## config.mk

```make
export PLATFORM = sky130hd
export DESIGN_NAME = enc32t5_arb
export DESIGN_NICKNAME = d
export VERILOG_FILES = /design/src/rtl/enc32t5_arb.sv
export SDC_FILE = /design/constraint.sdc
export NUM_CORES = 1
export LEC_CHECK = 0
export ABC_CLOCK_PERIOD_IN_PS = 6550
export BUFFER_PORTS_ARGS = -buffer_cell sky130_fd_sc_hd__clkbuf_2
export CORE_ASPECT_RATIO = 1.4
export CORE_MARGIN = 8
export CORE_UTILIZATION = 40
export DETAILED_ROUTE_END_ITERATION = 16
export PLACE_DENSITY = 0.67
export SLEW_MARGIN = 25
export SYNTH_ARGS = -nofsm -noshare
export SYNTH_HDL_FRONTEND = slang
export SYNTH_SLANG_ARGS = --single-unit
```

## constraint.sdc

```tcl
create_clock -name clk -period 6.55 [get_ports clk]
set_input_delay 1.31 -clock clk [delete_from_list [all_inputs] [get_ports clk]]
set_output_delay 1.31 -clock clk [all_outputs]
set_load 0.05 [all_outputs]
```

## src/rtl/enc32t5_arb.sv

```systemverilog
// Registered priority encoder: latches request pulses into a pending vector and
// hands out the lowest unmasked pending line through a valid/ack handshake.
module enc32t5_arb #(
    parameter int IDX_W = 5,
    localparam int N = 2 ** IDX_W
) (
    input  logic             clk,
    input  logic             rst,
    input  logic [N-1:0]     req,
    input  logic [N-1:0]     mask,
    input  logic             en,
    input  logic             ack,
    output logic             valid,
    output logic [IDX_W-1:0] idx,
    output logic [N-1:0]     pend,
    output logic [IDX_W:0]   pend_cnt,
    output logic [0:0]       dbg_state
);

    // Handshake: idx is offered while valid=1 and stays frozen until the cycle
    // in which ack=1 is sampled; ack with valid=0 has no effect at all.
    localparam logic [0:0] IDLE = 1'b0;
    localparam logic [0:0] HOLD = 1'b1;

    logic [0:0]       state;
    logic [N-1:0]     sel_oh;
    logic             take;
    logic [N-1:0]     clr;
    logic [N-1:0]     cand;
    logic [N-1:0]     pend_next;
    logic [IDX_W-1:0] low_idx;
    logic             grant_ok;

    function automatic logic [IDX_W-1:0] lowest(input logic [N-1:0] v);
        logic [IDX_W-1:0] r;
        r = '0;
        for (int i = N - 1; i >= 0; i--) begin
            if (v[i]) r = IDX_W'(i);
        end
        return r;
    endfunction

    assign sel_oh    = {{(N-1){1'b0}}, 1'b1} << idx;
    assign take      = (state == HOLD) && ack;
    assign clr       = take ? sel_oh : '0;
    // A request arriving on the line being cleared wins: the bit stays pending.
    assign pend_next = (pend & ~clr) | req;
    // The line being acknowledged is excluded so a back-to-back grant moves on.
    assign cand      = pend & ~mask & (take ? ~sel_oh : {N{1'b1}});
    assign low_idx   = lowest(cand);
    assign grant_ok  = en && (cand != '0);

    assign valid     = (state == HOLD);
    assign dbg_state = state;

    always_comb begin
        pend_cnt = '0;
        for (int i = 0; i < N; i++) begin
            pend_cnt = pend_cnt + (IDX_W + 1)'(pend[i]);
        end
    end

    always_ff @(posedge clk) begin
        if (rst) begin
            state <= IDLE;
            idx   <= '0;
            pend  <= '0;
        end else begin
            pend <= pend_next;
            case (state)
                IDLE: begin
                    if (grant_ok) begin
                        idx   <= low_idx;
                        state <= HOLD;
                    end
                end
                HOLD: begin
                    if (ack) begin
                        if (grant_ok) begin
                            idx <= low_idx;
                        end else begin
                            state <= IDLE;
                        end
                    end
                end
                default: state <= IDLE;
            endcase
        end
    end

endmodule

```

==> out/summary.log, run 1 <==
[sta] setup TNS 0 ps
[run] number of maximum-capacitance violations 0
[grt] largest net degree at the start of global routing 42
[floorplan] width of the die 90.3 µm
[critical_path] critical path class reg -> out
[synth] count of different cell masters after synthesis 55
[grt] number of antenna violations at the first check in global routing 0
[sta] setup repair after global routing missed its margin no
[cts] root cell of the clock tree sky130_fd_sc_hd__clkbuf_8
[routing] remaining antenna violation count after routing 0
[place] GPL Wtd Cong 0.913
[grt] Global Route Usage Sum 19.7%
[cells_and_area] n_diodes 0
[floorplan] total die area 10800 µm²
[critical_path] crit start category flip-flop
[critical_path] data arrival time of the critical path 4970 ps
[floorplan] Chip Height 120 µm
[cts] Clock Pin Slew Worst Setup and Hold Paths 90 ps
[critical_path] critical-path maximum fanout 4
[sta] number of max-slew violations in the final report 0
[sta] worst clock skew 10.4 ps
[routing] DRC violation count after routing 0
[sta] pin slew with the least headroom to its limit 940 ps
[critical_path] Worst EP required 5240 ps
[sta] Max Fclk 0.159 GHz
[cts] TritonCTS sink count 38
[pwr] Peak supply drop 1680 µV
[pwr] leakage power figure 1.86 nW
[grt] GRT overflow 0
[synth] count of synthesis-stage warnings from yosys 0
[place] Port Buffer Count 112
[sta] worst slew margin relative to its limit 37.3%
[cells_and_area] end-of-flow core utilization 50.6%
[sta] Fin. Hold Viols 0
[cells_and_area] NumNets Final 590
[cells_and_area] synth-to-layout area growth 24.4%
[floorplan] starting utilization of the core area 40.7%
[synth] Syn Area/Cell 8.05 µm²
[floorplan] core box area 7610 µm²
[floorplan] number of top-level pins 113
[routing] Total Routed Length 10700 µm
[routing] Iteration-0 DRC Markers 240
[sta] Final Cycle Share 95.8%
[synth] biggest area consumer among synthesized cells sky130_fd_sc_hd__dfxtp_1
[place] HPWL Detailed 8800 µm
[synth] fraction of the yosys area taken by sequential cells 24.6%
[grt] vias in the first global route 3434
[routing] mean routed wirelength per cell 18.1 µm
[status] status complete, no violations
[pwr] total power divided by cell area 513 nW/µm²
[synth] count of flip-flops with a built-in enable after synthesis 0
[sta] Final Setup Violations 0
[grt] first-pass GRT wire length 17200 µm
[synth] post-synthesis cell count 384
[critical_path] endpoint class of the critical path output port
[synth] cell types with the largest area share after synthesis sky130_fd_sc_hd__dfxtp_1 (25%), sky130_fd_sc_hd__fa_1 (16%), sky130_fd_sc_hd__a21oi_1 (6.8%)
[floorplan] row cnt 38
[cts] Longest Clk Path Bufs 2
[synth] post-synth net total 483
[hold_path] Worst Hold Class reg -> reg
[routing] via density per instance 5.40
[routing] number of detailed-route iterations in the first pass 4
[synth] fraction of synthesized cell area taken by the top area cell type 24.6%
[routing] number of vias after detailed routing 3189
[synth] number of storage elements in the synthesis netlist 38
[synth] post-synthesis cell area 3090 µm²
[cts] worst skew pair latency 310 ps
[cts] TritonCTS clock tree built
[cts] H-tree depth reported by CTS 2
[cells_and_area] share of layout cells above drive strength 1 27.5%
[synth] dominant register cell in the synthesized netlist sky130_fd_sc_hd__dfxtp_1
[synth] ys async rst share 0%
[sta] Period minus WS final 6280 ps
[cts] TritonCTS Buffers 5
[layout by cell type (no fill, tap or decap), drive strengths merged, types with 3 or more instances in the layout]
master,count
fa,24
nand2,22
nand4,7
nor2b,25
a211oi,5
xnor2,3
inv,53
nand4b,4
and2,4
or3b,3
o21ai,45
ha,7
nand2b,11
dfxtp,38
nor3,5
nor3b,4
a21oi,44
nor2,30
clkbuf,117
nand3,4
a211o,4
nand3b,3
[stage by stage]
stage | cells | hold slack (ps) | total power, mW | instance area (µm²) | setup slack [ps]
after floorplan | 384 | 728 | 1.43 | 3100 | 18.7
after global placement | 584 | 505 | 1.72 | 3720 | 464
after detailed placement | 584 | 520 | 1.74 | 3720 | 408
after CTS | 591 | 531 | 1.96 | 3830 | 52.1
after global routing | 591 | 559 | 2.11 | 3850 | 44.3
final | 591 | 531 | 1.98 | 3850 | 273
[power by group]
group          switching (mW)  total (mW)  internal [mW]
registers              0.0264       0.275          0.248
logic                    1.02        1.49          0.468
clock network          0.0934       0.215          0.122
total                    1.14        1.98          0.838
[what timing repair did]
item                       in CTS  in global routing
hold buffers                    0                  0
gates resized for setup         0                  8
setup buffers                   0                  0
setup endpoints to repair       0                  1
[cells by family (layout without fill, tap and decap cells)]
logic type                 count (synthesis)  after routing  synth area share, %
xor gates and xnor gates                   3              3                0.850
adders and majority gates                 31             31                 18.4
and+or+nand+nor                          131            131                 25.7
AOI/OAI and AO/OA                        116            116                 21.9
buffers and inverters                     65            172                 8.54
DFF                                       38             38                 24.6
[registers in the layout, indices dropped and copies added, names as in the netlist]
signal and cells:
pend 32, dbg_state 1, idx 5
[critical path, cell delays in order, from the launching register on]
cell and delay (ps):
sky130_fd_sc_hd__dfxtp_2 350, sky130_fd_sc_hd__fa_1 500, sky130_fd_sc_hd__fa_1 520, sky130_fd_sc_hd__inv_1 50, sky130_fd_sc_hd__fa_1 480, sky130_fd_sc_hd__inv_1 50, sky130_fd_sc_hd__fa_1 460, sky130_fd_sc_hd__fa_1 500
sky130_fd_sc_hd__inv_1 50, sky130_fd_sc_hd__fa_1 470, sky130_fd_sc_hd__inv_1 50, sky130_fd_sc_hd__ha_1 190, sky130_fd_sc_hd__inv_1 90, sky130_fd_sc_hd__fa_2 220, sky130_fd_sc_hd__inv_1 40, sky130_fd_sc_hd__a21o_1 160
sky130_fd_sc_hd__a21oi_2 170, sky130_fd_sc_hd__xnor2_2 130, sky130_fd_sc_hd__buf_6 180
[cell type report]
type	count	area, µm²
Sequential cell	38	763
Tap cell	100	125
Inverter	53	199
Timing Repair Buffer	112	567
Fill cell	783	3760
Multi-Input combinational cell	281	2080
Clock inverter	1	30.0
Clock buffer	6	82.6
[path summary, 6_finish.rpt]
kind / from / endpoint / slack, ps / depth (start not counted)
worst max-delay path: pend[27] / pend_cnt[4] / 270 / 18
worst min-delay path: pend[19] / pend[19] / 530 / 2
worst max register to register: idx[1] / idx[2] / 3640 / 7
worst min register to register: pend[19] / pend[19] / 530 / 2
[cell usage after synthesis, types with 5 or more instances]
| master | instances |
|---|---|
| sky130_fd_sc_hd__nand2_1 | 22 |
| sky130_fd_sc_hd__nor2_1 | 30 |
| sky130_fd_sc_hd__fa_1 | 24 |
| sky130_fd_sc_hd__o21ai_1 | 6 |
| sky130_fd_sc_hd__dfxtp_1 | 38 |
| sky130_fd_sc_hd__nand4_1 | 6 |
| sky130_fd_sc_hd__a21oi_1 | 42 |
| sky130_fd_sc_hd__a211oi_1 | 5 |
| sky130_fd_sc_hd__nand2b_1 | 10 |
| sky130_fd_sc_hd__o21ai_0 | 38 |
| sky130_fd_sc_hd__inv_1 | 53 |
| sky130_fd_sc_hd__ha_1 | 7 |
| sky130_fd_sc_hd__nor2b_1 | 25 |
| sky130_fd_sc_hd__clkbuf_1 | 5 |
[metal layers]
metal,vias up,share of wire [%],GRT usage [%]
met4,0,2.8,8.05
li1,1525,-,-
met2,115,53,36.8
met3,21,5.7,3.69
met5,-,0,0
met1,1528,38,21.2
Note: power is estimated with default switching activity, not from simulation.
==> inputs of run 2 (changes only) <==
RECOVER_POWER = 50   (was default)
==> run 2 against run 1 <==
Compared with the run above: register-to-register slack worse by 30 ps; clock skew hardly changed; clock-buffer cell count stayed put; flip-flop and latch count stayed put.
==> out/summary.log, run 2 (synthesis gave the netlist of run 1 again) <==
[cells_and_area] n_diodes 0 [unchanged]
[cts] worst skew pair latency 300 ps [was 310 ps]
[grt] GRT overflow 0 [unchanged]
[sta] Fin. Hold Viols 0 [unchanged]
[sta] worst clock skew 10.1 ps [was 10.4 ps]
[floorplan] row cnt 38 [unchanged]
[floorplan] total die area 10800 µm² [unchanged]
[cells_and_area] share of layout cells above drive strength 1 24.8% [was 27.5%]
[sta] pin slew with the least headroom to its limit 884 ps [was 940 ps]
[pwr] leakage power figure 1.82 nW [was 1.86 nW]
[cells_and_area] largest register by flop count pend [unchanged]
[cts] TritonCTS clock tree built [unchanged]
[cts] TritonCTS Buffers 5 [unchanged]
[routing] mean routed wirelength per cell 18.0 µm [was 18.1 µm]
[sta] Period minus WS final 6270 ps [was 6280 ps]
[grt] number of antenna violations at the first check in global routing 0 [unchanged]
[pwr] Peak supply drop 1680 µV [about the same]
[grt] largest net degree at the start of global routing 42 [unchanged]
[sta] setup repair after global routing missed its margin no [unchanged]
[grt] Global Route Usage Sum 19.7% [unchanged]
[routing] Iteration-0 DRC Markers 282 [was 240]
[cells_and_area] most used cells in the layout excluding fill and tap cells sky130_fd_sc_hd__clkbuf_2 (99), sky130_fd_sc_hd__inv_1 (53), sky130_fd_sc_hd__a21oi_1 (41) [was sky130_fd_sc_hd__clkbuf_2 (111), sky130_fd_sc_hd__inv_1 (53), sky130_fd_sc_hd__a21oi_1 (41)]
[cells_and_area] NumNets Final 590 [unchanged]
[sta] number of max-slew violations in the final report 0 [unchanged]
[sta] Final Cycle Share 95.7% [was 95.8%]
[status] status complete, no violations [unchanged]
[routing] number of vias after detailed routing 3168 [was 3189]
[cts] root cell of the clock tree sky130_fd_sc_hd__clkbuf_8 [unchanged]
[cts] CTS hold repair buffers 0 [unchanged]
[sta] post-layout worst setup margin 279 ps [was 273 ps]
[place] Port Buffer Count 112 [unchanged]
[floorplan] core box area 7610 µm² [unchanged]
[routing] remaining antenna violation count after routing 0 [unchanged]
[critical_path] critical-path maximum fanout 4 [unchanged]
[routing] via density per instance 5.36 [was 5.40]
[routing] Total Routed Length 10700 µm [about the same]
[cts] TritonCTS sink count 38 [unchanged]
[cts] Longest Clk Path Bufs 2 [unchanged]
[place] HPWL Detailed 8800 µm [unchanged]
[pwr] total power divided by cell area 516 nW/µm² [was 513 nW/µm²]
[critical_path] critical path class reg -> out [unchanged]
[cells_and_area] Largest register FFs 32 [unchanged]
[floorplan] starting utilization of the core area 40.7% [unchanged]
[routing] number of detailed-route iterations in the first pass 4 [unchanged]
[floorplan] number of top-level pins 113 [unchanged]
[routing] DRC violation count after routing 0 [unchanged]
[sta] Final Setup Violations 0 [unchanged]
[cells_and_area] synth-to-layout area growth 23.4% [was 24.4%]
[run] number of maximum-capacitance violations 0 [unchanged]
[hold_path] Worst Hold Class reg -> reg [unchanged]
[critical_path] endpoint class of the critical path output port [unchanged]
[grt] vias in the first global route 3434 [unchanged]
[cells_and_area] leading cell type in the layout, fill and taps excluded sky130_fd_sc_hd__clkbuf_2 [unchanged]
[cts] Clock Pin Slew Worst Setup and Hold Paths 90 ps [about the same]
[pwr] total chip power 1.97 mW [was 1.98 mW]
[sta] Max Fclk 0.159 GHz [about the same]
[sta] worst slew margin relative to its limit 41.0% [was 37.3%]
[floorplan] Chip Height 120 µm [unchanged]
[place] GPL Wtd Cong 0.913 [unchanged]
[grt] first-pass GRT wire length 17200 µm [unchanged]
[critical_path] crit start category flip-flop [unchanged]
[cts] H-tree depth reported by CTS 2 [unchanged]
[place] pre-CTS setup slack 408 ps [unchanged]
[sta] setup TNS 0 ps [unchanged]
[critical_path] Worst EP required 5240 ps [about the same]
[critical_path] data arrival time of the critical path 4960 ps [was 4970 ps]
[floorplan] width of the die 90.3 µm [unchanged]
run 2: power breakdown:
part,switching (mW),leakage [nW],internal [mW]
Clock,0.0907,0.0573,0.122
Combinational,1.02,1.44,0.465
Sequential,0.0263,0.318,0.248
run 2: cell type report:
cell class                 instances  area [µm²]
timing repair buffer             112         552
clock buffer                       6        82.6
inverter                          53         199
sequential                        38         763
clock inverter                     1        30.0
multi-input combinational        281        2070
tap                              100         125
fill                             793        3790
run 2: worst max-delay path: stages (launching register included):
cell,delay [ps]
sky130_fd_sc_hd__dfxtp_2,360
sky130_fd_sc_hd__fa_1,500
sky130_fd_sc_hd__fa_1,520
sky130_fd_sc_hd__inv_1,50
sky130_fd_sc_hd__fa_1,480
sky130_fd_sc_hd__inv_1,60
sky130_fd_sc_hd__fa_1,460
sky130_fd_sc_hd__fa_1,500
sky130_fd_sc_hd__inv_1,50
sky130_fd_sc_hd__fa_1,470
sky130_fd_sc_hd__inv_1,50
sky130_fd_sc_hd__ha_1,190
sky130_fd_sc_hd__inv_1,90
sky130_fd_sc_hd__fa_2,220
sky130_fd_sc_hd__inv_1,40
sky130_fd_sc_hd__a21o_1,160
sky130_fd_sc_hd__a21oi_2,170
sky130_fd_sc_hd__xnor2_2,130
sky130_fd_sc_hd__buf_6,180
run 2: worst paths after layout:
check / from / end / slack, ps / cells after the start
worst max-delay path: pend[27] / pend_cnt[4] / 280 / 18
worst min-delay path: pend[19] / pend[19] / 530 / 2
worst max register to register: dbg_state / idx[0] / 3610 / 7
worst min register to register: pend[19] / pend[19] / 530 / 2
run 2: timing repair:
item,CTS,global route
buffers inserted,0,0
setup endpoints to repair,0,1
resized for setup,0,8
run 2: metrics by stage:
step | cells | cell area (µm²) | hold WS, ps | util (%)
final | 591 | 3820 | 530 | 50.2
after global routing | 591 | 3820 | 559 | 50.2
after CTS | 591 | 3830 | 531 | 50.4
after detailed placement | 584 | 3720 | 520 | 48.9
after global placement | 584 | 3720 | 505 | 48.9
after floorplan | 384 | 3100 | 728 | -
run 2: layer usage:
| metal | global-route usage [%] | routed length (µm) | up-vias |
|---|---|---|---|
| li1 | - | - | 1520 |
| met1 | 21.2 | 4040 | 1509 |
| met2 | 36.8 | 5710 | 118 |
| met3 | 3.69 | 594 | 21 |
| met4 | 8.05 | 310 | 0 |
| met5 | 0 | 0 | - |
==> inputs of run 3 (changes only) <==
CORE_MARGIN = 1   (was 8)
PLACE_DENSITY = 0.65   (was 0.67)
==> run 3 against run 2 <==
Compared with the run above: the run now ends with max-capacitance violations, max-slew violations left; via count grew 0.28%; sequential share of layout area is essentially flat; first-iteration DRC count shrank 17%; sequential power is essentially flat; die area shrank 25%; global-route usage grew 5.9 points; maximum frequency shrank 0.91%; total power grew 0.10%; flip-flop and latch count is the same; combinational power is essentially flat; critical path type unchanged; largest power group unchanged.
==> out/summary.log, run 3 (synthesis gave the netlist of run 1 again) <==
[critical_path] data arrival time of the critical path 5020 ps [was 4960 ps]
[critical_path] Worst EP required 5240 ps [about the same]
[sta] Worst Hold Margin 520 ps [was 530 ps]
[hold_path] Worst Hold Class reg -> reg [unchanged]
[run] number of maximum-capacitance violations 1 [was 0]
[floorplan] core box area 7410 µm² [was 7610 µm²]
[critical_path] r2r worst-path depth 7 [unchanged]
[place] GPL Wtd Cong 0.876 [was 0.913]
[sta] pin slew with the least headroom to its limit 1970 ps [was 884 ps]
[sta] worst slew margin relative to its limit -31.6% [was 41.0%]
[routing] mean routed wirelength per cell 17.0 µm [was 18.0 µm]
[cells_and_area] Largest register FFs 32 [unchanged]
[pwr] Peak supply drop 1440 µV [was 1680 µV]
[routing] number of vias after detailed routing 3177 [was 3168]
[critical_path] critical-path maximum fanout 4 [unchanged]
[grt] GRT overflow 0 [unchanged]
[place] Port Buffer Count 112 [unchanged]
[grt] number of antenna violations at the first check in global routing 0 [unchanged]
[grt] Global Route Usage Sum 25.6% [was 19.7%]
[critical_path] startpoint of the worst-slack reg-to-reg timing path idx[3] [was dbg_state]
[routing] Iteration-0 DRC Markers 235 [was 282]
[sta] Period minus WS final 6330 ps [was 6270 ps]
[cts] root cell of the clock tree sky130_fd_sc_hd__clkbuf_8 [unchanged]
[cts] Longest Clk Path Bufs 2 [unchanged]
[pwr] total power divided by cell area 519 nW/µm² [was 516 nW/µm²]
[cells_and_area] NumNets Final 590 [unchanged]
[cts] TritonCTS sink count 38 [unchanged]
[floorplan] row cnt 37 [was 38]
[cts] CTS hold repair buffers 0 [unchanged]
[floorplan] total die area 8090 µm² [was 10800 µm²]
[sta] Final Cycle Share 96.6% [was 95.7%]
[cells_and_area] leading cell type in the layout, fill and taps excluded sky130_fd_sc_hd__clkbuf_2 [unchanged]
[cts] H-tree depth reported by CTS 2 [unchanged]
[pwr] leakage power figure 1.81 nW [was 1.82 nW]
[grt] vias in the first global route 3103 [was 3434]
[cells_and_area] n_diodes 0 [unchanged]
[critical_path] reg-to-reg critical path endpoint idx[2] [was idx[0]]
[sta] number of max-slew violations in the final report 42 [was 0]
[cts] worst skew pair latency 310 ps [was 300 ps]
[status] status complete, but fails checks [was complete, no violations]
[cts] Clock Pin Slew Worst Setup and Hold Paths 80 ps [was 90 ps]
[cells_and_area] largest register by flop count pend [unchanged]
[critical_path] critical path class reg -> out [unchanged]
[cells_and_area] most used cells in the layout excluding fill and tap cells sky130_fd_sc_hd__clkbuf_2 (97), sky130_fd_sc_hd__inv_1 (53), sky130_fd_sc_hd__a21oi_1 (41) [was sky130_fd_sc_hd__clkbuf_2 (99), sky130_fd_sc_hd__inv_1 (53), sky130_fd_sc_hd__a21oi_1 (41)]
[cells_and_area] share of layout cells above drive strength 1 24.2% [was 24.8%]
[sta] setup TNS 0 ps [unchanged]
[routing] number of detailed-route iterations in the first pass 4 [unchanged]
[floorplan] number of top-level pins 113 [unchanged]
[critical_path] launch point of the critical path pend[23] [was pend[27]]
[place] HPWL Detailed 8080 µm [was 8800 µm]
[grt] first-pass GRT wire length 15800 µm [was 17200 µm]
[hold_path] worst min-delay path startpoint pend[27] [was pend[19]]
[floorplan] Chip Height 106 µm [was 120 µm]
[critical_path] endpoint class of the critical path output port [unchanged]
[grt] largest net degree at the start of global routing 42 [unchanged]
[sta] Max Fclk 0.158 GHz [was 0.159 GHz]
[floorplan] width of the die 76.3 µm [was 90.3 µm]
[place] Placed Instances 581 [was 584]
[sta] worst clock skew 5.90 ps [was 10.1 ps]
[routing] DRC violation count after routing 0 [unchanged]
[cells_and_area] Finished Layout Cells 589 [was 591]
[floorplan] starting utilization of the core area 41.8% [was 40.7%]
[cts] TritonCTS clock tree built [unchanged]
[critical_path] register-to-register setup slack 3460 ps [was 3610 ps]
[sta] Fin. Hold Viols 0 [unchanged]
[status] failing checks max-capacitance violations, max-slew violations
[sta] Final Setup Violations 0 [unchanged]
[routing] remaining antenna violation count after routing 0 [unchanged]
[critical_path] crit start category flip-flop [unchanged]
[routing] Total Routed Length 9990 µm [was 10700 µm]
[routing] via density per instance 5.39 [was 5.36]
[cts] TritonCTS Buffers 5 [unchanged]
[critical_path] endpoint of the worst setup timing path pend_cnt[4] [unchanged]
[cells_and_area] synth-to-layout area growth 23.0% [was 23.4%]
[sta] setup repair after global routing missed its margin no [unchanged]
run 3: cell types whose count changed in the layout (fill, tap and decap cells not counted), sizes merged:
cell and change:
clkbuf -1, clkinv +2
run 3: final cells by class:
class,instances,area [µm²]
timing repair buffer,112,549
tap,97,121
clock buffer,5,68.8
inverter,53,199
sequential,38,762
clock inverter,3,40.0
fill,782,3600
multi-input combinational,281,2060
run 3: worst max-delay path, stage by stage, from the launching register on:
cell and delay (ps):
sky130_fd_sc_hd__dfxtp_1 340, sky130_fd_sc_hd__fa_1 520, sky130_fd_sc_hd__fa_1 510, sky130_fd_sc_hd__inv_1 50, sky130_fd_sc_hd__fa_1 480, sky130_fd_sc_hd__inv_1 60, sky130_fd_sc_hd__fa_1 470, sky130_fd_sc_hd__fa_1 490
sky130_fd_sc_hd__inv_1 50, sky130_fd_sc_hd__fa_1 430, sky130_fd_sc_hd__inv_1 70, sky130_fd_sc_hd__ha_1 160, sky130_fd_sc_hd__inv_1 60, sky130_fd_sc_hd__fa_1 460, sky130_fd_sc_hd__inv_1 70, sky130_fd_sc_hd__a21o_1 120
sky130_fd_sc_hd__a21oi_2 70, sky130_fd_sc_hd__xnor2_2 140, sky130_fd_sc_hd__buf_6 180
run 3: where the power goes:
group / internal, mW / total (mW) / leakage, nW / switching [mW]
registers: 0.248 / 0.275 / 0.318 / 0.0266
logic: 0.468 / 1.49 / 1.44 / 1.02
clock network: 0.112 / 0.206 / 0.0579 / 0.0936
run 3: routing by layer:
layer  global-route usage, %  part of all wire [%]
met3                    4.89                   7.1
met2                    45.3                    52
met5                       0                     0
met1                    30.1                    37
met4                    10.7                   3.0
run 3: how the worst min path moves through the flow:
stage	slack, ps	cells past startpoint	endpoint
2_1_floorplan	730	2	pend[4]
4_1_cts	520	2	pend[27]
6_report	520	2	pend[27]
5_1_grt	560	2	pend[31]
3_5_place_dp	510	2	pend[27]
3_3_place_gp	500	2	pend[31]
run 3: per-stage QoR:
step           util (%)  area [µm²]  total power, mW  setup WS (ps)
2_1_floorplan         -        3100             1.43           18.7
3_3_place_gp       50.2        3720             1.72            464
3_5_place_dp       50.2        3720             1.74            421
4_1_cts            51.7        3830             1.95           53.7
5_1_grt            51.4        3800             2.11           4.92
6_report           51.4        3800             1.97            222
run 3: timing repair:
item | CTS | global route
setup buffers | 0 | 0
resized for setup | 0 | 6
endpoints found under the setup margin | 0 | 1
